`config.mk`:
```
export PLATFORM = sky130hd
export DESIGN_NAME = ddr_burst_arbiter
export DESIGN_NICKNAME = d
export VERILOG_FILES = /design/src/rtl/ddr_burst_arbiter.sv
export SDC_FILE = /design/constraint.sdc
export NUM_CORES = 1
export LEC_CHECK = 0
export CORE_MARGIN = 2
export CORE_UTILIZATION = 54
export DETAILED_ROUTE_END_ITERATION = 16
export HOLD_SLACK_MARGIN = 0.03
export PLACE_DENSITY = 0.8
export SLEW_MARGIN = 10
export SYNTH_ARGS = -nofsm -noshare
export SYNTH_HDL_FRONTEND = slang
export SYNTH_SLANG_ARGS = --single-unit
```
`constraint.sdc`:
```
create_clock -name phy_clk -period 7 [get_ports phy_clk]
set_clock_uncertainty 0.1 [all_clocks]
set_input_delay 0.7 -clock phy_clk [delete_from_list [all_inputs] [get_ports phy_clk]]
set_output_delay 0.7 -clock phy_clk [all_outputs]
set_load 0.03 [all_outputs]
```
`src/rtl/ddr_burst_arbiter.sv`:
```
// Round-robin arbiter for a circular DDR buffer. It issues one write or one read
// burst at a time and tracks the buffer pointers and the fill level.
//
// state   | meaning
// IDLE    | no burst outstanding; grants a side when local_init_done=1
// WR_REQ  | wr_burst_req high, waiting for ddr_ctrl to accept
// WR_BUSY | write accepted, waiting for wr_burst_finish
// RD_REQ  | rd_burst_req high, waiting for first read data
// RD_BUSY | read accepted, waiting for rd_burst_finish
module ddr_burst_arbiter #(
  parameter int BURST_LEN   = 5,
  parameter int REGION_BASE = 0,
  parameter int REGION_SIZE = 40,
  parameter int LVL_W       = 16
) (
  input  logic             phy_clk,
  input  logic             rst_n,
  input  logic             local_init_done,
  input  logic             wr_src_ready,
  input  logic             rd_sink_ready,
  output logic             wr_burst_req,
  output logic [9:0]       wr_burst_len,
  output logic [24:0]      wr_burst_addr,
  input  logic             wr_burst_data_req,
  input  logic             wr_burst_finish,
  output logic             rd_burst_req,
  output logic [9:0]       rd_burst_len,
  output logic [24:0]      rd_burst_addr,
  input  logic             rd_burst_data_valid,
  input  logic             rd_burst_finish,
  output logic             wr_done,
  output logic             rd_done,
  output logic [LVL_W-1:0] fill_level,
  output logic             buf_full,
  output logic             buf_empty,
  output logic [2:0]       state_out
);

  typedef enum logic [2:0] {
    IDLE    = 3'd0,
    WR_REQ  = 3'd1,
    WR_BUSY = 3'd2,
    RD_REQ  = 3'd3,
    RD_BUSY = 3'd4
  } state_t;

  localparam logic [24:0]      BASE_A  = 25'(REGION_BASE);
  localparam logic [24:0]      BL_A    = 25'(BURST_LEN);
  localparam logic [24:0]      SIZE_A  = 25'(REGION_SIZE);
  localparam logic [LVL_W-1:0] BL_L    = LVL_W'(BURST_LEN);
  localparam logic [LVL_W-1:0] FULL_TH = LVL_W'(REGION_SIZE - BURST_LEN);

  state_t      state;
  logic        last_rd;
  logic [24:0] wr_ptr;
  logic [24:0] rd_ptr;
  logic [24:0] wr_ptr_nxt;
  logic [24:0] rd_ptr_nxt;
  logic        wr_elig;
  logic        rd_elig;
  logic        grant_wr;
  logic        grant_rd;

  assign wr_burst_len = 10'(BURST_LEN);
  assign rd_burst_len = 10'(BURST_LEN);
  assign state_out    = state;

  assign buf_full  = fill_level > FULL_TH;
  assign buf_empty = fill_level < BL_L;

  assign wr_elig = wr_src_ready & ~buf_full;
  assign rd_elig = rd_sink_ready & ~buf_empty;

  // On contention the side that did not win last time gets the grant.
  assign grant_wr = local_init_done & wr_elig & (~rd_elig | last_rd);
  assign grant_rd = local_init_done & rd_elig & (~wr_elig | ~last_rd);

  assign wr_ptr_nxt = (wr_ptr + BL_A == SIZE_A) ? '0 : wr_ptr + BL_A;
  assign rd_ptr_nxt = (rd_ptr + BL_A == SIZE_A) ? '0 : rd_ptr + BL_A;

  always_ff @(posedge phy_clk or negedge rst_n) begin
    if (!rst_n) begin
      state         <= IDLE;
      last_rd       <= 1'b1;
      wr_ptr        <= '0;
      rd_ptr        <= '0;
      fill_level    <= '0;
      wr_burst_req  <= 1'b0;
      rd_burst_req  <= 1'b0;
      wr_done       <= 1'b0;
      rd_done       <= 1'b0;
      wr_burst_addr <= BASE_A;
      rd_burst_addr <= BASE_A;
    end else begin
      wr_done <= 1'b0;
      rd_done <= 1'b0;
      case (state)
        IDLE: begin
          if (grant_wr) begin
            state         <= WR_REQ;
            wr_burst_req  <= 1'b1;
            wr_burst_addr <= BASE_A + wr_ptr;
            last_rd       <= 1'b0;
          end else if (grant_rd) begin
            state         <= RD_REQ;
            rd_burst_req  <= 1'b1;
            rd_burst_addr <= BASE_A + rd_ptr;
            last_rd       <= 1'b1;
          end
        end
        // A finish seen while still requesting retires the burst outright.
        WR_REQ: begin
          if (wr_burst_finish) begin
            state        <= IDLE;
            wr_burst_req <= 1'b0;
            wr_ptr       <= wr_ptr_nxt;
            fill_level   <= fill_level + BL_L;
            wr_done      <= 1'b1;
          end else if (wr_burst_data_req) begin
            state        <= WR_BUSY;
            wr_burst_req <= 1'b0;
          end
        end
        WR_BUSY: begin
          if (wr_burst_finish) begin
            state      <= IDLE;
            wr_ptr     <= wr_ptr_nxt;
            fill_level <= fill_level + BL_L;
            wr_done    <= 1'b1;
          end
        end
        RD_REQ: begin
          if (rd_burst_finish) begin
            state        <= IDLE;
            rd_burst_req <= 1'b0;
            rd_ptr       <= rd_ptr_nxt;
            fill_level   <= fill_level - BL_L;
            rd_done      <= 1'b1;
          end else if (rd_burst_data_valid) begin
            state        <= RD_BUSY;
            rd_burst_req <= 1'b0;
          end
        end
        RD_BUSY: begin
          if (rd_burst_finish) begin
            state      <= IDLE;
            rd_ptr     <= rd_ptr_nxt;
            fill_level <= fill_level - BL_L;
            rd_done    <= 1'b1;
          end
        end
        default: begin
          state        <= IDLE;
          wr_burst_req <= 1'b0;
          rd_burst_req <= 1'b0;
        end
      endcase
    end
  end

endmodule

```
==> run_results.csv <==
group,metric,value,unit
timing,slew_headroom,45.79,%
clock_network,cts_tree,"yes",
clock_network,cts_made_buffers,17,
routing,ant_nets,0,
critical_path,arrival,2.68,ns
timing,max_freq,287.3,MHz
timing,timing.setup.tns,0,ns
logic_synthesis,async_flop_share,100.0,%
run,drv_cap,0,
routing,vias,5226,
min_path,hold_class,"input port to asynchronous set/reset pin",
global_routing,grt_pass1_wl,24740,um
routing,drcViolationCount,0,
clock_network,clk_path_buf_depth,2,
clock_network,ctsRootBufferMaster,"clkbuf_16",
clock_network,path_clk_slew,0.05,ns
clock_network,clock_latency,0.42,ns
cells_and_area,synthToLayoutAreaGrowth,19.81,%
logic_synthesis,syn_inst,658,
die,die-area,13210,sq um
die,design.core.area,12010,sq um
timing,period_needed,3.480,ns
die,io_pins,104,
cells_and_area,antennaDiodeCount,0,
routing,wl,14530,um
clock_network,cts_hold_buf,0,
logic_synthesis,ys_seq_area_share,46.72,%
critical_path,critical_path_class,"register to primary output",
power_and_ir_drop,p_leak,3.394,nW
critical_path,end_kind,"primary output",
logic_synthesis,synth.avg_cell_area,10.10,sq um
global_routing,grt_start_max_net_pins,69,
timing,min_period_over_period,49.72,%
logic_synthesis,ys_ff_latch,124,
routing,dr.pass1.iters,5,
placed_design,dpl.hpwl,9859,um
timing,tightestPinTransition,0.8131,ns
timing,hold_viol,0,
logic_synthesis,synth_edf_count,0,
critical_path,worst-path-max-fanout,7,
routing,drtIter0Drc,272,
routing,routedWlPerCell,16.55,um
routing,top_layer,"met4",
logic_synthesis,yosysWarnings,0,
global_routing,antenna_found_initial,0,
power_and_ir_drop,ir_drop,0.1601,mV
logic_synthesis,yosys_most_used_dff,"dfrtp_1",
die,initial_core_util,55.31,%
clock_network,post_cts_buffers,0,
routing,viasPerCell,5.952,
critical_path,start_kind,"register",
cells_and_area,nets,732,
die,fp.dieW,114.9,um
timing,grt_setup_unrepaired,"no",
logic_synthesis,syn_area,6644,sq um
timing,slew_viol_final,0,
global_routing,grt-ovfl-total,0,
clock_network,h-tree-depth,4,
routing,met1_length,6154,um
cells_and_area,utilization,66.27,%
placed_design,portBuffers,83,
logic_synthesis,ys_types,70,
die,die_h,114.9,um
die,rows,40,
global_routing,grt_use_total,23.49,%
cells_and_area,drive_above_1_share,13.54,%
cells_and_area,stdcell_area,7960,sq um
timing,setup_viol,0,
clock_network,clock-sinks,124,
placed_design,dpl_cell_area,7393,sq um
critical_path,cp.required,6.20,ns
routing,dr_wl_met2,7426,um
routing,met3_length,665,um
status,status,"completed",
placed_design,gp_congestion,0.8910,
clock_network,post_cts_resized,0,
power_and_ir_drop,p_per_area,367.5,nW/um^2
global_routing,grt_pass1_vias,5056,
[Yosys cell counts, types with 4 or more instances]
cell type	n	area share, %
ha_1	4	0.75
nand2_1	44	2.5
xnor2_1	43	5.7
buf_4	24	2.7
or3_1	10	0.94
buf_2	7	0.53
nand3_1	32	2.4
o21ai_0	33	2.5
xor2_1	25	3.3
nor2_1	41	2.3
o211ai_1	6	0.68
clkbuf_1	24	1.4
and4_1	6	0.79
and2_1	5	0.47
a21oi_1	14	1.1
o31ai_1	4	0.45
nor4_1	12	1.1
inv_1	15	0.85
nor3_1	33	2.5
nand4_1	20	1.9
a31oi_1	4	0.38
and3_1	9	0.85
dfrtp_1	123	46
mux2_2	47	8.0
[worst max-delay path: stages, from the launching register on]
cell and delay (ns):
dfrtp_1 0.45, or3_1 0.45, nor4_1 0.46, and2_1 0.23
clkdlybuf4s50_1 0.67
[routing by layer]
metal	GRT usage [%]	vias to the layer above
li1	-	2448
met1	30.81	2582
met2	38.24	168
met3	4.586	28
met4	10.20	0
met5	0	-
[final timing paths]
path                              startpoint                 to  slack [ns]  cells past startpoint
max                            fill_level[8]          buf_empty        3.52                      4
min reg2reg                wr_burst_addr[20]  wr_burst_addr[20]        0.39                      2
min                                    rst_n      fill_level[8]        0.23                      1
max in group asynchronous              rst_n         rd_ptr[18]        5.28                      2
min in group phy_clk       wr_burst_addr[20]  wr_burst_addr[20]        0.39                      2
max reg2reg                    fill_level[8]  rd_burst_addr[21]        4.00                      7
[layout by cell type, fill, tap and decap left out, types with 3 or more instances in the layout]
master and count:
a2111oi_0 3, a211oi_1 3, a21oi_1 14, a31oi_1 4, and2_1 5, and3_1 9, and4_1 6, buf_4 4
clkbuf_16 17, clkdlybuf4s50_1 82, clkinv_2 5, clkinvlp_4 4, conb_1 20, dfrtp_1 123, ha_1 4, inv_1 15
mux2_2 47, nand2_1 44, nand3_1 32, nand3b_1 3, nand4_1 20, nor2_1 41, nor3_1 33, nor3_2 3
nor4_1 12, o211ai_1 6, o21a_1 3, o21ai_0 33, o31ai_1 4, or3_1 10, xnor2_1 43, xor2_1 25
[per-stage QoR]
stage	hold WS (ns)	std cells	power [mW]	setup WS [ns]
finish	0.2272	878	2.926	3.520
global placement	0.3719	847	2.063	3.985
CTS	0.2562	878	2.941	3.545
detailed placement	0.3922	847	2.092	3.917
global route	0.3071	878	3.087	3.398
floorplan	0.3044	676	1.759	4.134
[where the power goes]
group | internal [mW] | switching, mW
Clock | 0.526 | 0.312
Sequential | 0.871 | 0.228
Combinational | 0.412 | 0.577
Total | 1.81 | 1.12
[registers in the layout, summed over array words and instances (netlist names)]
register,cells
fill_level,16
last_rd,1
rd_burst_addr,25
rd_burst_req,1
rd_done,1
rd_ptr,25
state_out,3
wr_burst_addr,25
wr_burst_req,1
wr_done,1
wr_ptr,25
[final cells by class]
cell class	instances	area [sq um]
Clock buffer	19	442.9
Clock inverter	12	123.9
Fill cell	938	4051
Inverter	16	60.06
Multi-Input combinational cell	474	3194
Sequential cell	124	3104
Tap cell	147	183.9
Timing Repair Buffer	86	850.8
[logic make-up (layout without fill, tap and decap cells)]
family | after synthesis | after routing | synth area share, %
buffers and inverters | 78 | 133 | 6.309
other | 2 | 20 | 0.1130
xor gates and xnor gates | 68 | 68 | 8.964
AOI/OAI and AO/OA | 94 | 94 | 9.454
muxes | 49 | 49 | 8.267
DFF | 124 | 124 | 46.72
and+or+nand+nor | 239 | 239 | 19.42
adders and majority gates | 4 | 4 | 0.7533
(Power assumes the default switching activity.)
